[src/rtl/seg_pkg.sv]
// Shared constants, types and helpers for the 4-digit multiplexed
// seven-segment scan controller.
package seg_pkg;

  localparam int unsigned NUM_DIGITS = 4;
  localparam int unsigned BCD_W      = 4;
  localparam int unsigned DIGITS_W   = NUM_DIGITS * BCD_W;

  localparam logic [3:0] SEL_D0    = 4'b0001;
  localparam logic [3:0] SEL_D1    = 4'b0010;
  localparam logic [3:0] SEL_D2    = 4'b0100;
  localparam logic [3:0] SEL_D3    = 4'b1000;
  localparam logic [3:0] SEL_BLANK = 4'b0000;

  typedef enum logic [2:0] {
    ST_OFF   = 3'd0,
    ST_SLOT0 = 3'd1,
    ST_SLOT1 = 3'd2,
    ST_SLOT2 = 3'd3,
    ST_SLOT3 = 3'd4
  } slot_state_t;

  // Per-frame copy of every display input, so a frame never tears.
  typedef struct packed {
    logic [DIGITS_W-1:0] digits;
    logic                lz_blank;
    logic [3:0]          dp_mask;
    logic [3:0]          blink_mask;
  } snap_t;

  function automatic logic [3:0] slot_sel(input logic [1:0] idx);
    logic [3:0] sel;
    case (idx)
      2'd0:    sel = SEL_D0;
      2'd1:    sel = SEL_D1;
      2'd2:    sel = SEL_D2;
      2'd3:    sel = SEL_D3;
      default: sel = SEL_BLANK;
    endcase
    return sel;
  endfunction

  // True when digit idx and every digit above it are zero; digit 0 always shows.
  function automatic logic lz_hidden(input logic [DIGITS_W-1:0] d, input logic [1:0] idx);
    logic hide;
    case (idx)
      2'd3:    hide = (d[15:12] == 4'd0);
      2'd2:    hide = (d[15:8] == 8'd0);
      2'd1:    hide = (d[15:4] == 12'd0);
      default: hide = 1'b0;
    endcase
    return hide;
  endfunction

endpackage

[src/rtl/seg_scan_ctrl_if.sv]
// Display-side bundle between the scan controller and whoever drives it.
interface seg_scan_ctrl_if;
  import seg_pkg::*;

  logic                en;
  logic [DIGITS_W-1:0] digits;
  logic                lz_blank;
  logic [3:0]          dp_mask;
  logic [3:0]          blink_mask;
  logic [3:0]          side;
  logic [3:0]          num_now;
  logic                dp;
  logic                frame_start;

  modport master (
    output en, digits, lz_blank, dp_mask, blink_mask,
    input  side, num_now, dp, frame_start
  );

  modport slave (
    input  en, digits, lz_blank, dp_mask, blink_mask,
    output side, num_now, dp, frame_start
  );

endinterface

[src/rtl/seg_tick_div.sv]
// Modulo-DIV event counter: counts enabled cycles, pulses tick on the last
// count and wraps. Holds its count while en=0; only rst clears it.
module seg_tick_div #(
  parameter int unsigned DIV = 4
) (
  input  logic clk,
  input  logic rst,
  input  logic en,
  output logic tick
);

  localparam int unsigned   CW   = (DIV > 1) ? $clog2(DIV) : 1;
  localparam logic [CW-1:0] LAST = CW'(DIV - 1);

  logic [CW-1:0] cnt_q;
  logic [CW-1:0] cnt_d;

  assign tick = en && (cnt_q == LAST);

  // next count
  always_comb begin
    cnt_d = cnt_q;
    if (!en) begin
      cnt_d = cnt_q;
    end else if (cnt_q == LAST) begin
      cnt_d = {CW{1'b0}};
    end else begin
      cnt_d = cnt_q + CW'(1);
    end
  end

  // count register
  always_ff @(posedge clk) begin
    if (rst) begin
      cnt_q <= {CW{1'b0}};
    end else begin
      cnt_q <= cnt_d;
    end
  end

endmodule

[src/rtl/seg_scan_ctrl.sv]
// Four-digit multiplexed display scanner: slot sequencing, per-frame input
// snapshot, leading-zero blanking and blink, with fully registered outputs.
module seg_scan_ctrl
  import seg_pkg::*;
#(
  parameter int unsigned SCAN_DIV     = 50000,
  parameter int unsigned BLINK_FRAMES = 64
) (
  input  logic            clk,
  input  logic            rst,
  seg_scan_ctrl_if.slave  bus
);

  slot_state_t state_q, state_d;
  snap_t       snap_q, snap_d;
  logic        phase_q, phase_d;
  logic [3:0]  side_q, side_d;
  logic [3:0]  num_q, num_d;
  logic        dp_q, dp_d;
  logic        fs_q, fs_d;

  logic        run_s;
  logic        pre_rst_s;
  logic        slot_tick_s;
  logic        frame_done_s;
  logic        blink_tick_s;
  logic        start_s;
  logic [1:0]  idx_s;
  logic        act_s;
  logic        blank_s;

  // The prescaler only runs once a slot is live, so slot 0 gets its full
  // length after the OFF->SLOT0 edge; dropping en clears it immediately.
  assign run_s     = bus.en && (state_q != ST_OFF);
  assign pre_rst_s = rst || !run_s;

  seg_tick_div #(.DIV(SCAN_DIV)) u_slot_div (
    .clk  (clk),
    .rst  (pre_rst_s),
    .en   (run_s),
    .tick (slot_tick_s)
  );

  assign frame_done_s = slot_tick_s && (state_q == ST_SLOT3);

  seg_tick_div #(.DIV(BLINK_FRAMES)) u_blink_div (
    .clk  (clk),
    .rst  (rst),
    .en   (frame_done_s),
    .tick (blink_tick_s)
  );

  assign start_s = bus.en && ((state_q == ST_OFF) || frame_done_s);

  // slot FSM, snapshot and blink phase
  always_comb begin
    state_d = state_q;
    if (!bus.en) begin
      state_d = ST_OFF;
    end else begin
      case (state_q)
        ST_OFF:   state_d = ST_SLOT0;
        ST_SLOT0: state_d = slot_tick_s ? ST_SLOT1 : ST_SLOT0;
        ST_SLOT1: state_d = slot_tick_s ? ST_SLOT2 : ST_SLOT1;
        ST_SLOT2: state_d = slot_tick_s ? ST_SLOT3 : ST_SLOT2;
        ST_SLOT3: state_d = slot_tick_s ? ST_SLOT0 : ST_SLOT3;
        default:  state_d = ST_OFF;
      endcase
    end

    if (start_s) begin
      snap_d = '{digits: bus.digits, lz_blank: bus.lz_blank,
                 dp_mask: bus.dp_mask, blink_mask: bus.blink_mask};
    end else begin
      snap_d = snap_q;
    end

    if (blink_tick_s) begin
      phase_d = ~phase_q;
    end else begin
      phase_d = phase_q;
    end
  end

  // Outputs are computed from next-state values so they register in step
  // with the slot they belong to.
  always_comb begin
    idx_s = 2'd0;
    act_s = 1'b1;
    case (state_d)
      ST_SLOT0: idx_s = 2'd0;
      ST_SLOT1: idx_s = 2'd1;
      ST_SLOT2: idx_s = 2'd2;
      ST_SLOT3: idx_s = 2'd3;
      default:  act_s = 1'b0;
    endcase

    blank_s = (snap_d.lz_blank && lz_hidden(snap_d.digits, idx_s)) ||
              (phase_d && snap_d.blink_mask[idx_s]);

    if (act_s && !blank_s) begin
      side_d = slot_sel(idx_s);
      num_d  = snap_d.digits[{idx_s, 2'b00} +: 4];
      dp_d   = snap_d.dp_mask[idx_s];
    end else begin
      side_d = SEL_BLANK;
      num_d  = 4'd0;
      dp_d   = 1'b0;
    end
    fs_d = start_s;
  end

  // state and output registers
  always_ff @(posedge clk) begin
    if (rst) begin
      state_q <= ST_OFF;
      snap_q  <= snap_t'(25'd0);
      phase_q <= 1'b0;
      side_q  <= SEL_BLANK;
      num_q   <= 4'd0;
      dp_q    <= 1'b0;
      fs_q    <= 1'b0;
    end else begin
      state_q <= state_d;
      snap_q  <= snap_d;
      phase_q <= phase_d;
      side_q  <= side_d;
      num_q   <= num_d;
      dp_q    <= dp_d;
      fs_q    <= fs_d;
    end
  end

  assign bus.side        = side_q;
  assign bus.num_now     = num_q;
  assign bus.dp          = dp_q;
  assign bus.frame_start = fs_q;

endmodule

[src/flat_wrapper.sv]
// flat-port wrapper written by rule: the top's interface ports become plain ports
module seg_scan_ctrl_flat import seg_pkg::*;
#(
  parameter int unsigned SCAN_DIV     = 50000,
  parameter int unsigned BLINK_FRAMES = 64
)
  (clk, rst, bus_en, bus_digits, bus_lz_blank, bus_dp_mask, bus_blink_mask, bus_side, bus_num_now, bus_dp, bus_frame_start);
  seg_scan_ctrl_if bus_i ();
  input  logic clk;
  input  logic rst;
  input wire logic [$bits(bus_i.en)-1:0] bus_en;
  input wire logic [$bits(bus_i.digits)-1:0] bus_digits;
  input wire logic [$bits(bus_i.lz_blank)-1:0] bus_lz_blank;
  input wire logic [$bits(bus_i.dp_mask)-1:0] bus_dp_mask;
  input wire logic [$bits(bus_i.blink_mask)-1:0] bus_blink_mask;
  output wire logic [$bits(bus_i.side)-1:0] bus_side;
  output wire logic [$bits(bus_i.num_now)-1:0] bus_num_now;
  output wire logic [$bits(bus_i.dp)-1:0] bus_dp;
  output wire logic [$bits(bus_i.frame_start)-1:0] bus_frame_start;
  assign bus_i.en = bus_en;
  assign bus_i.digits = bus_digits;
  assign bus_i.lz_blank = bus_lz_blank;
  assign bus_i.dp_mask = bus_dp_mask;
  assign bus_i.blink_mask = bus_blink_mask;
  assign bus_side = bus_i.side;
  assign bus_num_now = bus_i.num_now;
  assign bus_dp = bus_i.dp;
  assign bus_frame_start = bus_i.frame_start;
  seg_scan_ctrl #(.SCAN_DIV(SCAN_DIV), .BLINK_FRAMES(BLINK_FRAMES)) u_core (.clk(clk), .rst(rst), .bus(bus_i));
endmodule
[config.mk]
export PLATFORM = sky130hd
export DESIGN_NAME = seg_scan_ctrl_flat
export DESIGN_NICKNAME = d
export VERILOG_FILES = /design/src/rtl/seg_pkg.sv /design/src/rtl/seg_scan_ctrl_if.sv /design/src/rtl/seg_tick_div.sv /design/src/rtl/seg_scan_ctrl.sv /design/src/flat_wrapper.sv
export SDC_FILE = /design/constraint.sdc
export NUM_CORES = 1
export LEC_CHECK = 0
export ABC_AREA = 1
export CAP_MARGIN = 15
export CORE_MARGIN = 2
export CORE_UTILIZATION = 45
export DETAILED_ROUTE_END_ITERATION = 8
export PLACE_DENSITY_LB_ADDON = 0.2
export SLEW_MARGIN = 20
export SYNTH_ARGS = -nofsm -noshare
export SYNTH_HDL_FRONTEND = slang
export SYNTH_HIERARCHICAL = 1
export SYNTH_SLANG_ARGS = --single-unit
export TNS_END_PERCENT = 30
[constraint.sdc]
create_clock -name clk -period 8.2 [get_ports clk]
set_clock_uncertainty 0.2 [all_clocks]
set_input_delay 1.64 -clock clk [delete_from_list [all_inputs] [get_ports clk]]
set_output_delay 1.64 -clock clk [all_outputs]
set_load 0.005 [all_outputs]
# After elaboration in Yosys (flattened, before gate mapping)
# Index checks and enable logic that the tools add are counted.
# word_totals
out_inout_bits,10
reg_bits,61
input_bits,28
wordCells,70
# classes
n_bitwise,2
order_cmp,1
n_reduce_logical,21
shift,1
eq_ne,13
addsub,2
muxes,18
# ops
cell,n
$mux 25,1
$add 16x1->16 const B,1
$eq 16x16->1 const B,1
$mux 16,1
$pmux 4 s4,1
$shiftx 16x5->4,1
$pmux 3 s5,1
$eq 3x2->1 const B,4
$logic_not 12->1,1
$mux 3,3
$logic_and 1x1->1,8
$logic_not 8->1,1
$add 6x1->6 const B,1
$eq 3x1->1 const B,2
$eq 3x3->1 const B,2
$eq 6x6->1 const B,1
$mux 6,1
$pmux 2 s3,1
$mux 1,5
$bmux 1 s2,2
$eq 2x2->1 const B,2
$logic_not 4->1,1
$reduce_or 4->1,1
$logic_not 3->1,1
10 further kinds,14

# Depth between registers and ports, before layout
# Gate-level depths: netlist of the first run.
# depth
word_depth,16
depth_mapped,20
mapped_depth_nobuf,18

# Hierarchy
# Netlist of the first run, hierarchy kept.
# by_module_without_submodules
mod,cells_per_inst,area_per_inst_um2,instances
seg_scan_ctrl,258,1821.7,1
seg_tick_div at u_core.u_slot_div,131,898.4,1
seg_tick_div at u_core.u_blink_div,38,277.8,1

# Least setup slack after synthesis of the first run
# Ideal clock, no wire load.
# synth_timing
kind,input port to flip-flop
startpoint,input bus_en
endpoint,"register u_core.num_q[2], in the netlist u_core/bus.num_now[2]"
stages,16
setup_slack_ps,4029
arrival_time_ps,3853
path_cell_list,buf_4 inv_1 a21oi_1 buf_4 nand2_1 nor2_1 nand2_1 nor2_2 nand2_1 nor2_1 nand3_1 nor2_1 xor2_1 nand2_2 nand3_4 nor2_2
# synth_between
word_cells_on_any_way,38
# synth_rtl
item,line,source
from (decl),flat_wrapper.sv:11,input wire logic [$bits(bus_i.en)-1:0] bus_en;
$logic_and 1x1->1,seg_scan_ctrl.sv:34,assign run_s = bus.en && (state_q != ST_OFF);
via u_core.run_s,seg_scan_ctrl.sv:22,logic run_s;
$logic_and 1x1->1,seg_tick_div.sv:18,assign tick = en && (cnt_q == LAST);
via u_core.slot_tick_s,seg_scan_ctrl.sv:24,logic slot_tick_s;
$logic_and 1x1->1,seg_scan_ctrl.sv:44,assign frame_done_s = slot_tick_s && (state_q == ST_SLOT3);
via u_core.frame_done_s,seg_scan_ctrl.sv:25,logic frame_done_s;
$logic_and 1x1->1,seg_tick_div.sv:18,
via u_core.blink_tick_s,seg_scan_ctrl.sv:26,logic blink_tick_s;
$mux 1,seg_scan_ctrl.sv:78,if (blink_tick_s) begin
$logic_and 1x1->1,seg_scan_ctrl.sv:99,(phase_d && snap_d.blink_mask[idx_s]);
$logic_or 1x1->1,seg_scan_ctrl.sv:98,"blank_s = (snap_d.lz_blank && lz_hidden(snap_d.digits, idx_s)) ||"
$logic_not 1->1,seg_scan_ctrl.sv:101,if (act_s && !blank_s) begin
$logic_and 1x1->1,seg_scan_ctrl.sv:101,
$not 1->1 (no source line),-,
$reduce_or 2->1 (no source line),-,
to (signal assigned),seg_scan_ctrl.sv:128,num_q <= num_d;
to (decl),seg_scan_ctrl.sv:18,"logic [3:0] num_q, num_d;"
# The timed path passes the listed nets, and every way through them passes these cells. The select of a mux whose other input is x is not followed.
# A chain may end at the register's enable or synchronous reset.

# Worst setup path after layout of the first run
# layout_timing
startpoint,input bus_en
endpoint,"register u_core.side_q[0], in the netlist u_core/bus.side[0]"
# layout_between
elab_chain_cells,15
word_cells_on_any_way,39
# layout_rtl
item,line,source
$logic_and 1x1->1 *,seg_scan_ctrl.sv:34,
via u_core.run_s,seg_scan_ctrl.sv:22,
$logic_and 1x1->1 *,seg_tick_div.sv:18,
via u_core.slot_tick_s,seg_scan_ctrl.sv:24,
"$mux 3, or another cell as far along",seg_scan_ctrl.sv:66,ST_SLOT3: state_d = slot_tick_s ? ST_SLOT0 : ST_SLOT3;
$pmux 3 s5,seg_scan_ctrl.sv:61,case (state_q)
$mux 3,seg_scan_ctrl.sv:58,if (!bus.en) begin
$eq 3x3->1 or $eq 3x2->1 (tied branches),seg_scan_ctrl.sv:90,case (state_d)
$pmux 2 s3,seg_scan_ctrl.sv:90,
"$eq 2x1->1, or another cell as far along","seg_pkg.sv:33, seg_pkg.sv:46",
$pmux 1 s3 or $mux 1 (tied branches),"seg_pkg.sv:46, seg_scan_ctrl.sv:99",
"$logic_and 1x1->1, on equally long branches","seg_scan_ctrl.sv:98, seg_scan_ctrl.sv:99",
$logic_or 1x1->1,seg_scan_ctrl.sv:98,
$logic_not 1->1,seg_scan_ctrl.sv:101,
$logic_and 1x1->1,seg_scan_ctrl.sv:101,
$not 1->1 (no source line),-,
$reduce_or 2->1 (no source line),-,
to (signal assigned),seg_scan_ctrl.sv:127,side_q <= side_d;
to (decl),seg_scan_ctrl.sv:17,"logic [3:0] side_q, side_d;"
# The timed path passes the listed nets; every way through them passes the cells marked *. The select of a mux whose other input is x is not followed.

==> results of run 1 <==
-- worst paths after layout --
kind              depth (start not counted)         startpoint  slack, ps            endpoint
setup / recovery                         18             bus_en       3010  u_core/bus.side[0]
hold / removal                            2  u_core/snap_q[15]        270   u_core/snap_q[15]
setup reg to reg                         17  u_core/state_q[0]       4570  u_core/bus.side[0]
hold reg to reg                           2  u_core/snap_q[15]        270   u_core/snap_q[15]
-- layer usage --
| metal | vias up | GRT usage |
|---|---|---|
| li1 | 1407 | - |
| met1 | 1172 | 0.246 |
| met2 | 54 | 0.284 |
| met3 | 10 | 0.0395 |
| met4 | 0 | 0.0952 |
| met5 | - | 0 |
-- synthesized netlist by cell type (3+ instances only) --
| cell type | count |
|---|---|
| nor3_1 | 4 |
| o21ai_2 | 6 |
| nor2_4 | 5 |
| a21oi_1 | 22 |
| nand3_1 | 14 |
| dfxtp_1 | 61 |
| nor2_1 | 62 |
| o21ai_0 | 14 |
| nor2_2 | 15 |
| clkbuf_1 | 3 |
| nand4_1 | 6 |
| o21ai_1 | 4 |
| xor2_1 | 3 |
| nand2_2 | 9 |
| inv_1 | 47 |
| nand2_1 | 120 |
| inv_2 | 4 |
-- sequential cells by signal, indices dropped and copies added, names as in the netlist --
signal                    cells
u_core/snap_q                25
u_core/phase_q                1
u_core/state_q                3
u_core/u_blink_div/cnt_q      6
u_core/bus.frame_start        1
u_core/bus.side               4
u_core/bus.dp                 1
u_core/bus.num_now            4
u_core/u_slot_div/cnt_q      16
-- worst max-delay path, cell delays in order --
cell	delay [ps]
clkdlybuf4s50_1	690
inv_1	120
a21oi_1	520
nand2_1	110
nor2_1	100
nand2_1	90
nor2_2	270
inv_1	90
nand2_2	150
nand3_4	350
inv_1	400
nand2_2	90
nand2_1	90
nand2_1	50
nor2_1	130
nand3_2	100
nand3_4	170
nor2_2	50
-- kinds of logic after synthesis --
group                      Yosys count
and+or+nand+nor                    245
DFF                                 61
buffers and inverters               60
AOI/OAI and AO/OA                   52
xor gates and xnor gates             5
muxes                                2
adders and majority gates            2
-- cell type report --
| cell class | count | area (µm²) | area share |
|---|---|---|---|
| Clock buffer | 11 | 141 | 0.0390 |
| Clock inverter | 4 | 72.6 | 0.0200 |
| Tap cell | 77 | 96.3 | 0.0266 |
| Timing Repair Buffer | 38 | 378 | 0.104 |
| Sequential cell | 61 | 1220 | 0.337 |
| Multi-Input combinational cell | 306 | 1530 | 0.421 |
| Inverter | 51 | 191 | 0.0528 |
-- power by group through the flow --
stage | sequential [mW] | combinational, mW | clock (mW)
3_5_place_dp | 0.316 | 0.0651 | 0
2_1_floorplan | 0.315 | 0.0411 | 0
6_report | 0.309 | 0.0651 | 0.288
3_3_place_gp | 0.315 | 0.0648 | 0
4_1_cts | 0.309 | 0.0654 | 0.294
5_1_grt | 0.310 | 0.0736 | 0.306
-- metrics by stage --
step / instance area (µm²) / setup WS, ps / instances / power, mW / utilization
3_5_place_dp: 3410 / 2670 / 533 / 0.381 / 0.534
6_report: 3630 / 3010 / 548 / 0.662 / 0.568
4_1_cts: 3630 / 3020 / 548 / 0.668 / 0.568
3_3_place_gp: 3410 / 2760 / 533 / 0.380 / 0.534
2_1_floorplan: 3000 / 4030 / 427 / 0.356 / -
5_1_grt: 3630 / 2620 / 548 / 0.690 / 0.568
==> impl_metrics.py, run 1 <==
metrics = {
    "setup_path": {
        "crit_path_max_fanout": 36,
        "worst-setup-path-type": "in2reg",
        "startpoint_type": "primary input",
        "critical_path_arrival_ps": 5220,
        "cp-end-kind": "flip-flop",
        "critPathRequiredTime_ps": 8230,
    },
    "place": {
        "portBuffers": 37,
        "place_hpwl_um": 4590,
        "gp_congestion": 0.815,
    },
    "timing": {
        "max-slew-margin-rel": 0.582,
        "fin_crit_ps": 5190,
        "hold_viol_final": 0,
        "setup_violations": 0,
        "tightest_slew_ps": 626,
        "min_period_over_period": 0.633,
        "max_freq_mhz": 193,
        "setup-tns-final_ps": 0,
        "rsz0062_at_grt": "no",
        "slew_violations": 0,
        "fin_hold_ws_ps": 272,
    },
    "pwr": {
        "leakage_nw": 1.52,
        "power.density_nw_per_um2": 183,
        "clkPwrFrac": 0.435,
        "internal-power_uw": 512,
        "power_frac_comb": 0.098,
        "p_sw_uw": 150,
        "p_sw_frac": 0.227,
        "peakVddDrop_mv": 0.129,
        "p_seq_frac": 0.467,
    },
    "drt": {
        "vias_per_cell": 4.82,
        "met3_length_um": 286,
        "routedWlPerCell_um": 11.4,
        "met1_length_um": 3170,
        "drc": 0,
        "vias": 2643,
        "drt-total-wl_um": 6250,
        "top_layer": "met4",
        "ant_nets": 0,
        "routed-wl-met2_um": 2680,
        "drtIter0Drc": 154,
        "dr.pass1.iters": 4,
    },
    "global_routing": {
        "grt_pass1_wl_um": 10700,
        "grt_max_degree": 37,
        "grt_overflow": 0,
        "antenna_found_initial": 0,
        "grt_pass1_vias": 2376,
        "grt_usage": 0.185,
    },
    "clock_tree": {
        "cts_setup_buffers": 0,
        "clockRootBuffer": "clkbuf_8",
        "cts_buffers": 9,
        "clkLatencyLatePin_ps": 340,
        "hold_buffers": 0,
        "clockBufferDepth": 2,
        "clk_pin_slew_ps": 60,
        "cts_num_sinks": 61,
        "postCtsResizedCells": 0,
        "cts_tree": "built",
        "cts-htree-levels": 3,
    },
    "floorplan": {
        "die_y_um": 85.6,
        "rows": 29,
        "io_pins": 38,
        "core-area_um2": 6390,
        "die-area_um2": 7330,
        "chipWidth_um": 85.6,
        "initial_utilization": 0.469,
    },
    "layout": {
        "mostFrequentLayoutCell": "nand2_1",
        "fin_nets": 497,
        "synthToLayoutAreaGrowth_pct": 21.0,
        "layout-drive-gt1-share": 0.136,
        "final_cell_mix": "nand2_1 (120), nor2_1 (62), dfxtp_1 (61)",
        "n_antenna_cell": 0,
        "fillCellCount": 634,
    },
    "job": {
        "drv_cap": 0,
    },
    "synthesis": {
        "synth_top_family_by_area": "simple AND/OR/NAND/NOR gates",
        "synth_top_area_share": 0.407,
        "synth_edf_count": 0,
        "ys_ff_latch": 61,
        "yosys.area_share.simple": 0.379,
        "yosysTopAreaCell": "dfxtp_1",
        "synth_compound_area_frac": 0.101,
        "netlist_area_um2": 3000,
        "synthMuxAreaShare": 0.00668,
        "yosys_warnings": 6,
        "synthAdderAreaFrac": 0.00835,
        "synth_flop_cell": "dfxtp_1",
        "synth_xor_area_frac": 0.0146,
        "syn_avg_cell_area_um2": 7.02,
        "synth_cell_type_count": 35,
        "async_flop_share": 0,
        "synth-seq-area-share": 0.407,
        "netlist_instances": 427,
        "synthesis.nets": 457,
        "synth.area.top_cells": "dfxtp_1 (41%), nand2_1 (15%), nor2_1 (7.8%)",
    },
    "hold_path": {
        "hold_class": "reg2reg",
    },
    "outcome": {
        "status": "finished, final reports clean",
    },
}
Note: power is estimated with default switching activity, not from simulation.
==> run 2: changes to the inputs <==
Clock period 8.2 ns to 5.1 ns, I/O delays scaled along.
==> impl_metrics.py, run 2 (same netlist as run 1, synthesis figures left out) <==
metrics = {
    "place": {
        "place_ws_ps": 476,
        "placed_cells": 535,
        "place_hpwl_um": 4690,
        "gp_congestion": 0.820,
        "portBuffers": 37,
    },
    "floorplan": {
        "rows": 29,
        "chipWidth_um": 85.6,
        "die_y_um": 85.6,
        "initial_utilization": 0.469,
        "die-area_um2": 7330,
        "io_pins": 38,
        "core-area_um2": 6390,
    },
    "layout": {
        "regArea_um2": 1220,
        "layout-drive-gt1-share": 0.139,
        "mostFrequentLayoutCell": "nand2_1",
        "fin_util": 0.562,
        "multi_input_area_um2": 1530,
        "largest_register_ffs": 25,
        "fillCellCount": 616,
        "synthToLayoutAreaGrowth_pct": 19.7,
        "n_antenna_cell": 0,
        "reg.largest.list": "u_core/snap_q: 25 flops, u_core/u_slot_div/cnt_q: 16 flops, u_core/u_blink_div/cnt_q: 6 flops",
        "final_cell_mix": "nand2_1 (120), nor2_1 (62), dfxtp_1 (61)",
        "fin_cells": 551,
        "fin_nets": 499,
        "top_register": "u_core/snap_q",
    },
    "timing": {
        "setup_ws_ps": 807,
        "hold_viol_final": 0,
        "setup-tns-final_ps": 0,
        "min_period_over_period": 0.842,
        "rsz0062_at_grt": "no",
        "tightest_slew_ps": 470,
        "fin_crit_ps": 4290,
        "max-slew-margin-rel": 0.683,
        "max_freq_mhz": 233,
        "slew_violations": 0,
        "setup_violations": 0,
    },
    "setup_path": {
        "worstReg2RegEnd": "u_core/bus.dp",
        "cp-end-kind": "flip-flop",
        "r2r_cells": 16,
        "critical_path_arrival_ps": 4320,
        "r2r_slack_ps": 1620,
        "setup.worst_path.start": "bus_en",
        "startpoint_type": "primary input",
        "worst-setup-path-type": "in2reg",
        "cp-endpoint": "u_core/bus.dp",
        "critPathRequiredTime_ps": 5130,
        "crit_path_max_fanout": 36,
        "reg2reg_from": "u_core/state_q[0]",
    },
    "outcome": {
        "status": "finished, final reports clean",
    },
    "clock_tree": {
        "clockRootBuffer": "clkbuf_8",
        "cts_num_sinks": 61,
        "clk_pin_slew_ps": 70,
        "hold_buffers": 0,
        "clockBufferDepth": 2,
        "cts_setup_buffers": 0,
        "postCtsResizedCells": 0,
        "cts-htree-levels": 3,
        "cts_tree": "built",
        "clkLatencyLatePin_ps": 340,
        "cts_buffers": 9,
    },
    "drt": {
        "drc": 0,
        "drt-total-wl_um": 6340,
        "vias_per_cell": 4.81,
        "routedWlPerCell_um": 11.5,
        "dr.pass1.iters": 5,
        "ant_nets": 0,
        "drtIter0Drc": 136,
        "vias": 2652,
    },
    "pwr": {
        "total_power_uw": 962,
        "peakVddDrop_mv": 0.179,
        "power.density_nw_per_um2": 268,
        "leakage_nw": 1.51,
    },
    "global_routing": {
        "grt_max_degree": 37,
        "grt_usage": 0.194,
        "grt_pass1_wl_um": 11200,
        "grt_overflow": 0,
        "antenna_found_initial": 0,
        "grt_pass1_vias": 2449,
    },
    "job": {
        "drv_cap": 0,
    },
    "hold_path": {
        "hold_class": "reg2reg",
    },
}
==> run 2: changes by cell type in the layout (fill, tap and decap cells not counted), sizes merged <==
cell / previous run / this run
buf: 1 / 3
bufinv: 2 / 0
clkinv: 1 / 4
==> run 2: final cells by class <==
class	count	share of cell area
well taps	77	0.0269
repair buffers	40	0.110
clock inverters	5	0.00767
clock buffers	11	0.0366
flip-flops and latches	61	0.340
inverters	51	0.0534
multi-input cells	306	0.426
==> run 2: where the power goes <==
part | internal [mW] | switching (mW) | leakage, nW
clock network | 0.173 | 0.186 | 0.0829
registers | 0.492 | 0.00441 | 0.497
logic | 0.0472 | 0.0597 | 0.929
==> run 2: how the worst min path moves through the flow <==
| stage | start | to | cells after the start | slack (ps) |
|---|---|---|---|---|
| after global routing | u_core/snap_q[16] | u_core/snap_q[16] | 2 | 290 |
| after floorplan | u_core/u_blink_div/cnt_q[4] | u_core/u_blink_div/cnt_q[4] | 2 | 240 |
| after CTS | u_core/snap_q[16] | u_core/snap_q[16] | 2 | 270 |
| final | u_core/snap_q[16] | u_core/snap_q[16] | 2 | 270 |
| after global placement | u_core/u_blink_div/cnt_q[4] | u_core/u_blink_div/cnt_q[4] | 2 | 250 |
| after detailed placement | u_core/snap_q[16] | u_core/snap_q[16] | 2 | 260 |
==> run 2: critical path: stages <==
cell and delay, ps:
clkdlybuf4s50_1 460, buf_4 170, inv_1 80, a21oi_1 140, buf_4 180, nand2_1 60, nor2_1 90, nand2_1 90
nor2_2 280, inv_1 90, nand2_2 150, nand3_4 350, o21ai_0 540, nand3_1 150, nor2_1 140, nand3_2 100
nand3_4 190, nor2_2 50
==> run 2: through the flow <==
step	hold WS (ps)	cell area, µm²
floorplan	237	3000
global placement	252	3430
detailed placement	261	3430
CTS	271	3590
global route	293	3590
finish	274	3590
==> run 2: routing by layer <==
metal / routed length (µm) / GRT usage
met1: 3290 / 0.273
met2: 2660 / 0.285
met3: 306 / 0.0597
met4: 84 / 0.0606
met5: 0 / 0
==> run 3: changes to the inputs <==
Clock period 5.1 ns to 4.45 ns, I/O delays scaled along.
==> impl_metrics.py, run 3 (same netlist as run 1, synthesis figures left out) <==
metrics = {
    "floorplan": {
        "core-area_um2": 6390,
        "initial_utilization": 0.469,
        "die-area_um2": 7330,
        "chipWidth_um": 85.6,
        "die_y_um": 85.6,
        "io_pins": 38,
        "rows": 29,
    },
    "place": {
        "place_hpwl_um": 4720,
        "portBuffers": 37,
        "gp_congestion": 0.829,
    },
    "clock_tree": {
        "cts_buffers": 9,
        "hold_buffers": 0,
        "clk_pin_slew_ps": 60,
        "clockRootBuffer": "clkbuf_8",
        "cts_setup_buffers": 0,
        "cts_tree": "built",
        "cts_num_sinks": 61,
        "postCtsResizedCells": 0,
        "clockBufferDepth": 2,
        "clkLatencyLatePin_ps": 340,
        "cts-htree-levels": 3,
    },
    "timing": {
        "rsz0062_at_grt": "no",
        "setup_violations": 0,
        "min_period_over_period": 0.837,
        "tightest_slew_ps": 838,
        "setup-tns-final_ps": 0,
        "max_freq_mhz": 268,
        "slew_violations": 0,
        "fin_hold_ws_ps": 273,
        "fin_crit_ps": 3730,
        "max-slew-margin-rel": 0.439,
        "hold_viol_final": 0,
    },
    "setup_path": {
        "critPathRequiredTime_ps": 4470,
        "crit_path_max_fanout": 28,
        "r2r_slack_ps": 1260,
        "critical_path_arrival_ps": 3750,
        "startpoint_type": "primary input",
        "worst-setup-path-type": "in2reg",
        "cp-end-kind": "flip-flop",
    },
    "layout": {
        "fin_nets": 501,
        "layout-drive-gt1-share": 0.141,
        "top_register": "u_core/snap_q",
        "reg.largest.list": "u_core/snap_q: 25 flops, u_core/u_slot_div/cnt_q: 16 flops, u_core/u_blink_div/cnt_q: 6 flops",
        "n_antenna_cell": 0,
        "mostFrequentLayoutCell": "nand2_1",
        "final_cell_mix": "nand2_1 (120), nor2_1 (62), dfxtp_1 (61)",
        "largest_register_ffs": 25,
        "synthToLayoutAreaGrowth_pct": 21.5,
    },
    "pwr": {
        "clkPwrFrac": 0.420,
        "power.density_nw_per_um2": 328,
        "p_seq_frac": 0.477,
        "power_frac_comb": 0.103,
        "p_sw_frac": 0.231,
        "internal-power_uw": 918,
        "leakage_nw": 1.54,
        "p_sw_uw": 275,
        "peakVddDrop_mv": 0.199,
    },
    "global_routing": {
        "grt_usage": 0.187,
        "grt_pass1_wl_um": 10800,
        "antenna_found_initial": 0,
        "grt_pass1_vias": 2450,
        "grt_max_degree": 29,
        "grt_overflow": 0,
    },
    "drt": {
        "drt-total-wl_um": 6230,
        "dr.pass1.iters": 4,
        "vias": 2643,
        "ant_nets": 0,
        "drtIter0Drc": 152,
        "vias_per_cell": 4.80,
        "drc": 0,
        "routedWlPerCell_um": 11.3,
    },
    "job": {
        "drv_cap": 0,
    },
    "outcome": {
        "status": "finished, final reports clean",
    },
    "hold_path": {
        "hold_class": "reg2reg",
    },
}
## run 3: cell types whose count changed in the layout (fill, tap and decap cells not counted), sizes merged
cell      delta
clkinvlp     -1
buf          +2
bufinv       +1
clkbuf       +2
clkinv       -4
## run 3: area by class of cell
class	count	area, µm²
fillers	643	2740
repair buffers	42	408
inverters	51	191
flip-flops and latches	61	1220
clock buffers	13	169
well taps	77	96.3
clock inverters	1	30.0
multi-input cells	306	1530
## run 3: routing by layer
| metal | wire length (µm) | GRT usage | vias to the layer above | share of wire |
|---|---|---|---|---|
| li1 | - | - | 1422 | - |
| met4 | 109 | 0.0736 | 0 | 0.017 |
| met3 | 271 | 0.0491 | 11 | 0.043 |
| met2 | 2700 | 0.289 | 43 | 0.43 |
| met1 | 3150 | 0.251 | 1167 | 0.51 |
| met5 | 0 | 0 | - | 0 |
## run 3: path summary, 6_finish.rpt
path,start,end,cells after the start
worst min register to register,u_core/snap_q[9],u_core/snap_q[9],2
worst max register to register,u_core/state_q[0],u_core/bus.dp,17
worst max-delay path,bus_en,u_core/bus.dp,18
worst min-delay path,u_core/snap_q[9],u_core/snap_q[9],2
## run 3: through the flow
step | std cells | total power [mW] | area, µm² | setup WS (ps) | util
after detailed placement | 537 | 0.704 | 3440 | 384 | 0.539
after CTS | 551 | 1.20 | 3640 | 716 | 0.570
after global routing | 551 | 1.24 | 3640 | 336 | 0.570
final | 551 | 1.19 | 3640 | 725 | 0.570
after global placement | 537 | 0.704 | 3440 | 460 | 0.539
after floorplan | 427 | 0.657 | 3000 | 1030 | -
## run 3: power groups by stage
stage | Sequential [mW] | Combinational, mW | Clock (mW)
CTS | 0.570 | 0.123 | 0.508
global placement | 0.581 | 0.122 | 0
detailed placement | 0.582 | 0.123 | 0
floorplan | 0.581 | 0.0758 | 0
finish | 0.570 | 0.123 | 0.501
global route | 0.571 | 0.139 | 0.533
## run 3: critical path: stages
cell and delay [ps]:
clkdlybuf4s50_1 490, inv_1 70, a21oi_1 170, nand2_1 80, nor2_1 90, nand2_1 90
nor2_2 260, inv_1 90, nand2_2 150, nand3_4 290, inv_1 370, nand2_2 90
nand2_1 90, nand2_1 50, nor2_1 130, nand3_2 100, nand3_4 170, nor2_2 50
